$ cat config.mk
export PLATFORM = sky130hd
export DESIGN_NAME = fix_field_parser_flat
export DESIGN_NICKNAME = d
export VERILOG_FILES = /design/src/rtl/fix_field_if.sv /design/src/rtl/fix_field_parser.sv /design/src/flat_wrapper.sv
export SDC_FILE = /design/constraint.sdc
export NUM_CORES = 1
export LEC_CHECK = 0
export CAP_MARGIN = 15
export CELL_PAD_IN_SITES_DETAIL_PLACEMENT = 1
export CELL_PAD_IN_SITES_GLOBAL_PLACEMENT = 1
export CORE_ASPECT_RATIO = 1.4
export CORE_MARGIN = 2
export CORE_UTILIZATION = 50
export DETAILED_ROUTE_END_ITERATION = 6
export DONT_BUFFER_PORTS = 1
export PLACE_DENSITY_LB_ADDON = 0.1
export SYNTH_ARGS = -nofsm -noshare
export SYNTH_HDL_FRONTEND = slang
export SYNTH_SLANG_ARGS = --single-unit
$ cat constraint.sdc
create_clock -name clk -period 10.9 [get_ports clk]
set_input_delay 1.635 -clock clk [delete_from_list [all_inputs] [get_ports clk]]
set_output_delay 1.635 -clock clk [all_outputs]
set_load 0.01 [all_outputs]
$ cat src/rtl/fix_field_if.sv
// Byte-stream in / parsed-beat out bundle for fix_field_parser.
// FIX_CHECKSUM_EN adds the chk_* checksum signals.
interface fix_field_if #(
    parameter int TAG_W = 16,
    parameter int LEN_W = 12
);
    logic             in_valid;
    logic             in_ready;
    logic [7:0]       in_data;
    logic             out_valid;
    logic             out_ready;
    logic [7:0]       out_data;
    logic [TAG_W-1:0] out_tag;
    logic             out_eof;
    logic [LEN_W-1:0] out_len;
    logic             out_err;
    logic [1:0]       out_err_code;
`ifdef FIX_CHECKSUM_EN
    logic             chk_valid;
    logic             chk_err;
    logic [7:0]       chk_sum;
`endif

    // master is the parser; slave is the byte source / beat sink around it
    modport master (
        input  in_valid, in_data, out_ready,
        output in_ready, out_valid, out_data, out_tag, out_eof, out_len,
               out_err, out_err_code
`ifdef FIX_CHECKSUM_EN
        , output chk_valid, chk_err, chk_sum
`endif
    );

    modport slave (
        output in_valid, in_data, out_ready,
        input  in_ready, out_valid, out_data, out_tag, out_eof, out_len,
               out_err, out_err_code
`ifdef FIX_CHECKSUM_EN
        , input chk_valid, chk_err, chk_sum
`endif
    );
endinterface

$ cat src/rtl/fix_field_parser.sv
// Splits a FIX byte stream into tag/value fields with one registered output stage.
// Optional FIX_CHECKSUM_EN adds the tag-10 checksum verification outputs.
module fix_field_parser #(
    parameter int         TAG_W = 16,
    parameter int         LEN_W = 12,
    parameter logic [7:0] SOH_C = 8'h01,
    parameter logic [7:0] SEP_C = 8'h3D
) (
    input  logic        clk,
    input  logic        rst,
    fix_field_if.master bus
);
    typedef enum logic [1:0] {
        ST_TAG   = 2'd0,
        ST_VALUE = 2'd1,
        ST_SKIP  = 2'd2
    } state_t;

    localparam logic [1:0]       ERR_LEN_C   = 2'd0;
    localparam logic [1:0]       ERR_DIGIT_C = 2'd1;
    localparam logic [1:0]       ERR_OVF_C   = 2'd2;
    localparam logic [1:0]       ERR_EMPTY_C = 2'd3;
    localparam logic [LEN_W-1:0] LEN_MAX_C   = {LEN_W{1'b1}};

    state_t           state_r;
    logic [TAG_W-1:0] acc_r;
    logic             digit_seen_r;
    logic [LEN_W-1:0] len_r;
    logic [TAG_W-1:0] tag_r;
    logic             out_valid_r;
    logic [7:0]       out_data_r;
    logic [TAG_W-1:0] out_tag_r;
    logic             out_eof_r;
    logic [LEN_W-1:0] out_len_r;
    logic             out_err_r;
    logic [1:0]       out_err_code_r;

    logic             in_ready_s;
    logic             accept_s;
    logic             is_digit_s;
    logic             is_sep_s;
    logic             is_soh_s;
    logic [3:0]       digit_val_s;
    logic [TAG_W+3:0] tag_wide_s;
    logic             tag_ovf_s;

    state_t           state_nx_s;
    logic [TAG_W-1:0] acc_nx_s;
    logic             seen_nx_s;
    logic [LEN_W-1:0] len_nx_s;
    logic [TAG_W-1:0] tag_nx_s;
    logic             beat_s;
    logic [7:0]       b_data_s;
    logic [TAG_W-1:0] b_tag_s;
    logic             b_eof_s;
    logic [LEN_W-1:0] b_len_s;
    logic             b_err_s;
    logic [1:0]       b_code_s;

    assign in_ready_s  = bus.out_ready || !out_valid_r;
    assign accept_s    = bus.in_valid && in_ready_s;
    assign is_digit_s  = (bus.in_data >= 8'h30) && (bus.in_data <= 8'h39);
    assign is_sep_s    = (bus.in_data == SEP_C);
    assign is_soh_s    = (bus.in_data == SOH_C);
    assign digit_val_s = bus.in_data[3:0];
    // Four guard bits hold acc*10+9 exactly, so any nonzero guard bit means overflow
    assign tag_wide_s  = ({4'b0000, acc_r} * (TAG_W+4)'(10)) + {{TAG_W{1'b0}}, digit_val_s};
    assign tag_ovf_s   = (tag_wide_s[TAG_W+3:TAG_W] != 4'b0000);

    // Field parser: next state and the beat (if any) produced by the accepted byte
    always_comb begin
        state_nx_s = state_r;
        acc_nx_s   = acc_r;
        seen_nx_s  = digit_seen_r;
        len_nx_s   = len_r;
        tag_nx_s   = tag_r;
        beat_s     = 1'b0;
        b_data_s   = bus.in_data;
        b_tag_s    = acc_r;
        b_eof_s    = 1'b0;
        b_len_s    = len_r;
        b_err_s    = 1'b0;
        b_code_s   = ERR_LEN_C;
        if (accept_s) begin
            case (state_r)
                ST_TAG: begin
                    if (is_digit_s) begin
                        if (tag_ovf_s) begin
                            beat_s     = 1'b1;
                            b_err_s    = 1'b1;
                            b_code_s   = ERR_OVF_C;
                            b_tag_s    = tag_wide_s[TAG_W-1:0];
                            state_nx_s = ST_SKIP;
                        end else begin
                            acc_nx_s  = tag_wide_s[TAG_W-1:0];
                            seen_nx_s = 1'b1;
                        end
                    end else if (is_sep_s) begin
                        if (digit_seen_r) begin
                            tag_nx_s   = acc_r;
                            len_nx_s   = {LEN_W{1'b0}};
                            state_nx_s = ST_VALUE;
                        end else begin
                            beat_s     = 1'b1;
                            b_err_s    = 1'b1;
                            b_code_s   = ERR_EMPTY_C;
                            state_nx_s = ST_SKIP;
                        end
                    end else if (is_soh_s) begin
                        // A delimiter already ends the field, so parsing resumes at the next tag
                        beat_s     = 1'b1;
                        b_err_s    = 1'b1;
                        b_code_s   = digit_seen_r ? ERR_DIGIT_C : ERR_EMPTY_C;
                        acc_nx_s   = {TAG_W{1'b0}};
                        seen_nx_s  = 1'b0;
                        state_nx_s = ST_TAG;
                    end else begin
                        beat_s     = 1'b1;
                        b_err_s    = 1'b1;
                        b_code_s   = ERR_DIGIT_C;
                        state_nx_s = ST_SKIP;
                    end
                end
                ST_VALUE: begin
                    b_tag_s = tag_r;
                    if (is_soh_s) begin
                        beat_s     = 1'b1;
                        b_eof_s    = 1'b1;
                        b_data_s   = SOH_C;
                        b_len_s    = len_r;
                        acc_nx_s   = {TAG_W{1'b0}};
                        seen_nx_s  = 1'b0;
                        len_nx_s   = {LEN_W{1'b0}};
                        state_nx_s = ST_TAG;
                    end else if (len_r == LEN_MAX_C) begin
                        beat_s     = 1'b1;
                        b_err_s    = 1'b1;
                        b_code_s   = ERR_LEN_C;
                        state_nx_s = ST_SKIP;
                    end else begin
                        beat_s   = 1'b1;
                        len_nx_s = len_r + LEN_W'(1);
                        b_len_s  = len_r + LEN_W'(1);
                    end
                end
                ST_SKIP: begin
                    if (is_soh_s) begin
                        acc_nx_s   = {TAG_W{1'b0}};
                        seen_nx_s  = 1'b0;
                        state_nx_s = ST_TAG;
                    end else begin
                        state_nx_s = ST_SKIP;
                    end
                end
                default: begin
                    state_nx_s = ST_TAG;
                    acc_nx_s   = {TAG_W{1'b0}};
                    seen_nx_s  = 1'b0;
                end
            endcase
        end else begin
            state_nx_s = state_r;
        end
    end

    // Parser state and the single output register stage
    always_ff @(posedge clk or negedge rst) begin
        if (!rst) begin
            state_r        <= ST_TAG;
            acc_r          <= {TAG_W{1'b0}};
            digit_seen_r   <= 1'b0;
            len_r          <= {LEN_W{1'b0}};
            tag_r          <= {TAG_W{1'b0}};
            out_valid_r    <= 1'b0;
            out_data_r     <= 8'h00;
            out_tag_r      <= {TAG_W{1'b0}};
            out_eof_r      <= 1'b0;
            out_len_r      <= {LEN_W{1'b0}};
            out_err_r      <= 1'b0;
            out_err_code_r <= 2'd0;
        end else begin
            state_r      <= state_nx_s;
            acc_r        <= acc_nx_s;
            digit_seen_r <= seen_nx_s;
            len_r        <= len_nx_s;
            tag_r        <= tag_nx_s;
            if (accept_s && beat_s) begin
                out_valid_r    <= 1'b1;
                out_data_r     <= b_data_s;
                out_tag_r      <= b_tag_s;
                out_eof_r      <= b_eof_s;
                out_len_r      <= b_len_s;
                out_err_r      <= b_err_s;
                out_err_code_r <= b_code_s;
            end else if (bus.out_ready) begin
                out_valid_r <= 1'b0;
                out_eof_r   <= 1'b0;
                out_err_r   <= 1'b0;
            end
        end
    end

    assign bus.in_ready     = in_ready_s;
    assign bus.out_valid    = out_valid_r;
    assign bus.out_data     = out_data_r;
    assign bus.out_tag      = out_tag_r;
    assign bus.out_eof      = out_eof_r;
    assign bus.out_len      = out_len_r;
    assign bus.out_err      = out_err_r;
    assign bus.out_err_code = out_err_code_r;

`ifdef FIX_CHECKSUM_EN
    logic [7:0] sum_r;
    logic [7:0] fsum_r;
    logic       in_chk_r;
    logic [7:0] cval_r;
    logic       cbad_r;
    logic       chk_valid_r;
    logic       chk_err_r;
    logic [7:0] chk_sum_r;

    logic [7:0] sum_nx_s;
    logic [7:0] fsum_nx_s;
    logic       in_chk_nx_s;
    logic [7:0] cval_nx_s;
    logic       cbad_nx_s;
    logic       chk_beat_s;

    // Tag bytes wait in fsum until the tag is known, since tag-10 bytes are excluded
    always_comb begin
        sum_nx_s    = sum_r;
        fsum_nx_s   = fsum_r;
        in_chk_nx_s = in_chk_r;
        cval_nx_s   = cval_r;
        cbad_nx_s   = cbad_r;
        chk_beat_s  = 1'b0;
        if (accept_s) begin
            case (state_r)
                ST_TAG: begin
                    if (is_digit_s && !tag_ovf_s) begin
                        fsum_nx_s = fsum_r + bus.in_data;
                    end else if (is_sep_s && digit_seen_r && (acc_r == TAG_W'(10))) begin
                        fsum_nx_s   = 8'h00;
                        in_chk_nx_s = 1'b1;
                        cval_nx_s   = 8'h00;
                        cbad_nx_s   = 1'b0;
                    end else begin
                        sum_nx_s  = sum_r + fsum_r + bus.in_data;
                        fsum_nx_s = 8'h00;
                    end
                end
                ST_VALUE: begin
                    if (!in_chk_r) begin
                        sum_nx_s = sum_r + bus.in_data;
                    end else if (is_soh_s) begin
                        chk_beat_s  = 1'b1;
                        sum_nx_s    = 8'h00;
                        in_chk_nx_s = 1'b0;
                    end else if (len_r == LEN_MAX_C) begin
                        in_chk_nx_s = 1'b0;
                        sum_nx_s    = sum_r + bus.in_data;
                    end else if (is_digit_s) begin
                        cval_nx_s = (cval_r * 8'd10) + {4'b0000, digit_val_s};
                    end else begin
                        cbad_nx_s = 1'b1;
                    end
                end
                ST_SKIP: begin
                    sum_nx_s = sum_r + bus.in_data;
                end
                default: begin
                    sum_nx_s = sum_r;
                end
            endcase
        end else begin
            sum_nx_s = sum_r;
        end
    end

    // Checksum state and the chk_* fields that travel with the output beat
    always_ff @(posedge clk or negedge rst) begin
        if (!rst) begin
            sum_r       <= 8'h00;
            fsum_r      <= 8'h00;
            in_chk_r    <= 1'b0;
            cval_r      <= 8'h00;
            cbad_r      <= 1'b0;
            chk_valid_r <= 1'b0;
            chk_err_r   <= 1'b0;
            chk_sum_r   <= 8'h00;
        end else begin
            sum_r    <= sum_nx_s;
            fsum_r   <= fsum_nx_s;
            in_chk_r <= in_chk_nx_s;
            cval_r   <= cval_nx_s;
            cbad_r   <= cbad_nx_s;
            if (accept_s && beat_s) begin
                chk_valid_r <= chk_beat_s;
                if (chk_beat_s) begin
                    chk_sum_r <= sum_r;
                    chk_err_r <= cbad_r || (cval_r != sum_r);
                end
            end else if (bus.out_ready) begin
                chk_valid_r <= 1'b0;
            end
        end
    end

    assign bus.chk_valid = chk_valid_r;
    assign bus.chk_err   = chk_err_r;
    assign bus.chk_sum   = chk_sum_r;
`endif
endmodule

$ cat src/flat_wrapper.sv
// flat-port wrapper written by rule: the top's interface ports become plain ports
module fix_field_parser_flat 
#(
    parameter int         TAG_W = 16,
    parameter int         LEN_W = 12,
    parameter logic [7:0] SOH_C = 8'h01,
    parameter logic [7:0] SEP_C = 8'h3D
)
  (clk, rst, bus_in_valid, bus_in_data, bus_out_ready, bus_in_ready, bus_out_valid, bus_out_data, bus_out_tag, bus_out_eof, bus_out_len, bus_out_err, bus_out_err_code);
  fix_field_if #(.TAG_W(TAG_W), .LEN_W(LEN_W)) bus_i ();
  input  logic clk;
  input  logic rst;
  input wire logic [$bits(bus_i.in_valid)-1:0] bus_in_valid;
  input wire logic [$bits(bus_i.in_data)-1:0] bus_in_data;
  input wire logic [$bits(bus_i.out_ready)-1:0] bus_out_ready;
  output wire logic [$bits(bus_i.in_ready)-1:0] bus_in_ready;
  output wire logic [$bits(bus_i.out_valid)-1:0] bus_out_valid;
  output wire logic [$bits(bus_i.out_data)-1:0] bus_out_data;
  output wire logic [$bits(bus_i.out_tag)-1:0] bus_out_tag;
  output wire logic [$bits(bus_i.out_eof)-1:0] bus_out_eof;
  output wire logic [$bits(bus_i.out_len)-1:0] bus_out_len;
  output wire logic [$bits(bus_i.out_err)-1:0] bus_out_err;
  output wire logic [$bits(bus_i.out_err_code)-1:0] bus_out_err_code;
  assign bus_i.in_valid = bus_in_valid;
  assign bus_i.in_data = bus_in_data;
  assign bus_i.out_ready = bus_out_ready;
  assign bus_in_ready = bus_i.in_ready;
  assign bus_out_valid = bus_i.out_valid;
  assign bus_out_data = bus_i.out_data;
  assign bus_out_tag = bus_i.out_tag;
  assign bus_out_eof = bus_i.out_eof;
  assign bus_out_len = bus_i.out_len;
  assign bus_out_err = bus_i.out_err;
  assign bus_out_err_code = bus_i.out_err_code;
  fix_field_parser #(.TAG_W(TAG_W), .LEN_W(LEN_W), .SOH_C(SOH_C), .SEP_C(SEP_C)) u_core (.clk(clk), .rst(rst), .bus(bus_i));
endmodule
# Word-level counts from Yosys, hierarchy flattened
# Cells that the tools add are included.
dict set report classes {
  n_bitwise 1
  reduce_logical 14
  n_mul 1
  n_mux 59
  magnitude_cmp 2
  n_eq_ne 12
  n_addsub 2
}
# operator n
set ops {}
lappend ops {{16-bit two-way mux} 7}
lappend ops {{12-bit two-way mux} 8}
lappend ops {{16-bit one-hot mux with 2 select lines} 2}
lappend ops {{2-bit two-way mux} 15}
lappend ops {{8-bit two-way mux} 3}
lappend ops {{12-bit one-hot mux with 2 select lines} 1}
lappend ops {{20-bit by 4-bit adder with 20-bit output} 1}
lappend ops {{16-bit by 3-bit multiplier with 19-bit output (second input constant)} 1}
lappend ops {{1-bit two-way mux} 19}
lappend ops {{12-bit by 1-bit adder with 12-bit output (second input constant)} 1}
lappend ops {{12-bit equality test (second input constant)} 1}
lappend ops {{5-bit AND reduction} 2}
lappend ops {{8-bit by 1-bit equality test with 1-bit output (second input constant)} 1}
lappend ops {{8-bit by 6-bit equality test with 1-bit output (second input constant)} 1}
lappend ops {{8-bit by 6-bit greater-or-equal comparator with 1-bit output (second input constant)} 1}
lappend ops {{8-bit by 6-bit less-or-equal comparator with 1-bit output (second input constant)} 1}
lappend ops {{3-bit != test (second input constant)} 2}
lappend ops {{1-bit one-hot mux with 2 select lines} 3}
lappend ops {{2-bit one-hot mux with 3 select lines} 1}
lappend ops {{3-bit AND reduction} 2}
lappend ops {{2-bit by 1-bit != test with 1-bit output (second input constant)} 2}
lappend ops {{2-bit nonzero test} 2}
lappend ops {{4-bit nonzero test} 1}
lappend ops {{1-bit logical AND} 3}
lappend ops {{other kinds (10)} 10}
dict set report totals {
  inputBits 12
  output_inout_bits 42
  word_cells 103
  reg_bits 88
}

# Logic depth before layout (Yosys ltp)
dict set report logic_depth {
  word_depth 9
  mapped_depth 14
  depth_no_buf 13
}

# Least setup slack after synthesis
# No wires, ideal clock.
dict set report synth_path {
  kind {input-to-reg}
  startpoint {input port bus_in_data[2]}
  endpoint {register u_core.out_len_r[10] (netlist: u_core.bus.out_len[10])}
  path_stages 12
  t_arrival_ns 4.008
  path_slack_ns 6.767
  path_cell_list {ha_1 a21o_1 a21oi_1 or2_2 nor2_1 nor4b_4 nand2_1 mux2i_1 o31ai_1 a21oi_2 buf_4 mux2_2}
}
dict set report synth_between {
  elab_chain_len 7
  word_cells_on_any_way 16
  cone_classes {1 x add/sub; 2 x order compare; 2 x eq/ne; 8 x mux; 3 x reduce/logical}
}
# item line_no
set synth_rtl {}
lappend synth_rtl {{from (decl)} flat_wrapper.sv:14} ;# input wire logic [$bits(bus_i.in_data)-1:0] bus_in_data;
lappend synth_rtl {{20-bit by 4-bit adder with 20-bit output} fix_field_parser.sv:67} ;# assign tag_wide_s = ({4'b0000, acc_r} * (TAG_W+4)'(10)) + {{TAG_W{1'b0}}, digit_val_s};
lappend synth_rtl {{4-bit nonzero test} fix_field_parser.sv:68} ;# assign tag_ovf_s = (tag_wide_s[TAG_W+3:TAG_W] != 4'b0000);
lappend synth_rtl {{1-bit two-way mux} fix_field_parser.sv:88} ;# if (tag_ovf_s) begin
lappend synth_rtl {{1-bit two-way mux} fix_field_parser.sv:87} ;# if (is_digit_s) begin
lappend synth_rtl {{1-bit one-hot mux with 2 select lines} fix_field_parser.sv:85} ;# case (state_r)
lappend synth_rtl {{1-bit two-way mux} fix_field_parser.sv:84} ;# if (accept_s) begin
lappend synth_rtl {{1-bit logical AND} fix_field_parser.sv:187} ;# if (accept_s && beat_s) begin
lappend synth_rtl {{to (signal assigned)} fix_field_parser.sv:178} ;# out_len_r <= {LEN_W{1'b0}};
lappend synth_rtl {{to (signal assigned)} fix_field_parser.sv:192} ;# out_len_r <= b_len_s;
lappend synth_rtl {{to (decl)} fix_field_parser.sv:34} ;# logic [LEN_W-1:0] out_len_r;
# Parallel ways exist; a longest one is shown, timed or not.
# A chain may end at the register's enable or synchronous reset.

# Final worst setup path
dict set report layout_path {
  startpoint {register u_core.acc_r[1]}
  endpoint {register u_core.out_tag_r[14] (netlist: u_core.bus.out_tag[14])}
}
dict set report layout_between {
  elab_chain_len 8
  word_cells_on_any_way 12
  cone_classes {1 x add/sub; 1 x mul; 8 x mux; 2 x reduce/logical}
}
# item line_no
set layout_rtl {}
lappend layout_rtl {{from (decl)} fix_field_parser.sv:26} ;# logic [TAG_W-1:0] acc_r;
lappend layout_rtl {{from (signal assigned)} fix_field_parser.sv:170} ;# acc_r <= {TAG_W{1'b0}};
lappend layout_rtl {{from (signal assigned)} fix_field_parser.sv:183} ;# acc_r <= acc_nx_s;
lappend layout_rtl {{16-bit by 3-bit multiplier with 19-bit output *} fix_field_parser.sv:67}
lappend layout_rtl {{20-bit by 4-bit adder with 20-bit output *} fix_field_parser.sv:67}
lappend layout_rtl {{4-bit nonzero test} fix_field_parser.sv:68}
lappend layout_rtl {{1-bit two-way mux} fix_field_parser.sv:88}
lappend layout_rtl {{1-bit two-way mux} fix_field_parser.sv:87}
lappend layout_rtl {{1-bit one-hot mux with 2 select lines} fix_field_parser.sv:85}
lappend layout_rtl {{1-bit two-way mux} fix_field_parser.sv:84}
lappend layout_rtl {{1-bit logical AND} fix_field_parser.sv:187}
lappend layout_rtl {{to (signal assigned)} fix_field_parser.sv:176} ;# out_tag_r <= {TAG_W{1'b0}};
lappend layout_rtl {{to (signal assigned)} fix_field_parser.sv:190} ;# out_tag_r <= b_tag_s;
lappend layout_rtl {{to (decl)} fix_field_parser.sv:32} ;# logic [TAG_W-1:0] out_tag_r;
# Mark *: on every way between the ends. The rest lies on a longest branch, timed or not.

==> qor.csv <==
metric,value,unit
outcome,"complete, no violations",
drc_errors,0,
syn_to_final_growth,6.76,%
cts_setup_buffers,0,
vias,4864,
max_freq,194,MHz
critPathLaunchType,flip-flop,
skew,9.70,ps
gp_congestion,0.870,
numCtsBuffers,9,
fill_cells,1330,
die_h,133,µm
cp_top_family,compound AO/OA/AOI/OAI gates,
hold_violations,0,
drt-initial-drc-count,259,
pre_cts_ws,5760,ps
ant_nets,0,
antenna_found_initial,0,
synth_edf_count,0,
fin_tns_setup,0,ps
syn_area,5920,µm²
finalHoldWorstSlack,512,ps
gr-total-overflow,0,
ys.warnings.count,0,
grt_usage,0.271,
clkSinkCount,88,
grt_pass1_wl,26900,µm
worst_hold_path_type,flip-flop to flip-flop,
yosys.area.top_type_share,0.372,
diodes,0,
clock_path_buffers,2,
path_buf_inv,0,
yosysSeqAreaShare,0.372,
first_pass_iters,7,
p_per_area,151,nW/µm²
netlist_top_cells_area,"dfrtp_1, mux2_2, ha_1",
setup_slack,5750,ps
ir_worst_vdd,0.0000705,V
period_needed,5150,ps
stdcell_count,744,
max-slew-margin-rel,0.253,
synth_area_leader_cell,dfrtp_1,
crit_slowest_cell,a21oi_4,
tightest_slew,1120,ps
drive_above_1_share,0.134,
ys_async_sr_fraction,1.00,
cts.repair.resized,0,
avgSynthCellArea,9.81,µm²
finalSetupViolCount,0,
critical_path_arrival,5380,ps
crit_type,flip-flop to flip-flop,
cts_root_buf,clkbuf_16,
cts_hold_repair.buffers,0,
cts_tree,done,
path_clk_slew,70,ps
via_per_inst,6.54,
grt_max_degree,89,
path_cells,ha_1 > ha_1 > fa_1 > a21o_1 > a221oi_4 > o21ai_1 > xnor2_1 > nor3b_1 > nand2_1 > mux2i_1 > o31ai_1 > a21oi_4 > mux2_2,
finalCritPeriodShare,0.472,
clk_latency,350,ps
synth_nets,653,
syn_inst,604,
grt_setup_unrepaired,false,
rrSetupSlack,5750,ps
grt_pass1_vias,5272,
drv_slew,0,
wl_per_cell,22.4,µm
die-area,12700,µm²
post-place-cells,728,
synth_cell_types,76,
cap_violations,0,
io_pins,54,
port-buffer-count,0,
yosysMostFrequentCell,dfrtp_1,
synth-seq-cells,88,
crit_path_max_incr_delay,910,ps
cts_max_level,3,
leakage,2.91,nW
initial_core_util,0.506,
cp_common_cell,ha_1,
core,11700,µm²
wl,16600,µm
yosys-top-cells-count,"dfrtp_1, nand2_1, nor2_1",
cp-end-kind,flip-flop,
crit_fanout,31,
ys.flop_type,dfrtp_1,
rows,47,
fin_nets,641,
die_w,96.0,µm
crit_required,11140,ps
dp.final_hpwl,12400,µm
-- flip-flops by register name, summed over array words and instances (netlist names) --
| name | flops |
|---|---|
| u_core.bus.out_tag | 16 |
| u_core.acc_r | 16 |
| u_core.bus.out_err | 1 |
| u_core.digit_seen_r | 1 |
| u_core.bus.out_eof | 1 |
| u_core.state_r | 2 |
| u_core.len_r | 12 |
| u_core.bus.out_len | 12 |
| u_core.bus.out_err_code | 2 |
| u_core.bus.out_valid | 1 |
| u_core.tag_r | 16 |
| u_core.bus.out_data | 8 |
-- routing by layer --
layer / track usage / up-vias / part of all wire / wire, µm
li1: - / 2241 / - / -
met4: 0.111 / 0 / 0.028 / 460
met5: 0 / - / 0 / 0
met2: 0.478 / 98 / 0.53 / 8790
met1: 0.318 / 2494 / 0.41 / 6810
met3: 0.0456 / 31 / 0.035 / 580
-- power breakdown --
group	internal [mW]	switching, mW	total [mW]
combinational	0.0844	0.125	0.209
clock	0.178	0.136	0.313
sequential	0.371	0.0594	0.431
-- metrics by stage --
stage          total power, mW   util  instance area [µm²]
6_report                 0.954  0.540                 6320
5_1_grt                  0.993  0.540                 6320
4_1_cts                  0.955  0.540                 6320
3_5_place_dp             0.645  0.515                 6030
3_3_place_gp             0.633  0.515                 6030
2_1_floorplan            0.584      -                 5920
-- worst register-to-register path: stages, from the launching register on --
cell and delay [ps]:
dfrtp_1 490, ha_1 350, ha_1 240, fa_1 400, a21o_1 240, a221oi_4 450, o21ai_1 160, xnor2_1 200
nor3b_1 490, nand2_1 200, mux2i_1 270, o31ai_1 190, a21oi_4 910, mux2_2 470
-- cells by family after synthesis --
group,share of synthesized area
AND/OR/NAND/NOR,0.157
flip-flops,0.372
AO/OA/AOI/OAI,0.222
buffers and inverters,0.0311
XOR/XNOR,0.0370
adder cells (fa/ha/maj),0.0807
multiplexers,0.100
-- placed cells by master, fill, tap and decap left out, drive strengths merged, types with 8 or more instances in the layout --
| master | n |
|---|---|
| a22o | 8 |
| a21oi | 34 |
| mux2i | 12 |
| mux2 | 42 |
| xnor2 | 15 |
| nor3 | 14 |
| and3 | 12 |
| ha | 35 |
| o21ai | 31 |
| xor2 | 10 |
| clkbuf | 9 |
| nand2 | 46 |
| and2 | 8 |
| inv | 18 |
| nand3 | 18 |
| a21o | 13 |
| a22oi | 8 |
| dfrtp | 88 |
| nor2 | 44 |
| a31oi | 9 |
| o31ai | 14 |
-- worst paths after layout --
kind | start | to | depth (start not counted)
min in group asynchronous | rst | u_core.bus.out_data[3] | 0
worst max-delay path | u_core.acc_r[1] | u_core.bus.out_tag[14] | 13
max in group asynchronous | rst | u_core.acc_r[8] | 0
worst min register to register | u_core.tag_r[10] | u_core.tag_r[10] | 1
worst min-delay path | u_core.tag_r[10] | u_core.tag_r[10] | 1
worst max register to register | u_core.acc_r[1] | u_core.bus.out_tag[14] | 13
-- cell type report --
class / instances / area (µm²) / share of cell area
clock inverters: 7 / 70.1 / 0.0111
well taps: 147 / 184 / 0.0291
flip-flops and latches: 88 / 2200 / 0.348
clock buffers: 9 / 225 / 0.0356
inverters: 18 / 67.6 / 0.0107
multi-input cells: 471 / 3540 / 0.561
repair buffers: 4 / 30.0 / 0.00475
Power figures use the tool's default switching activity.
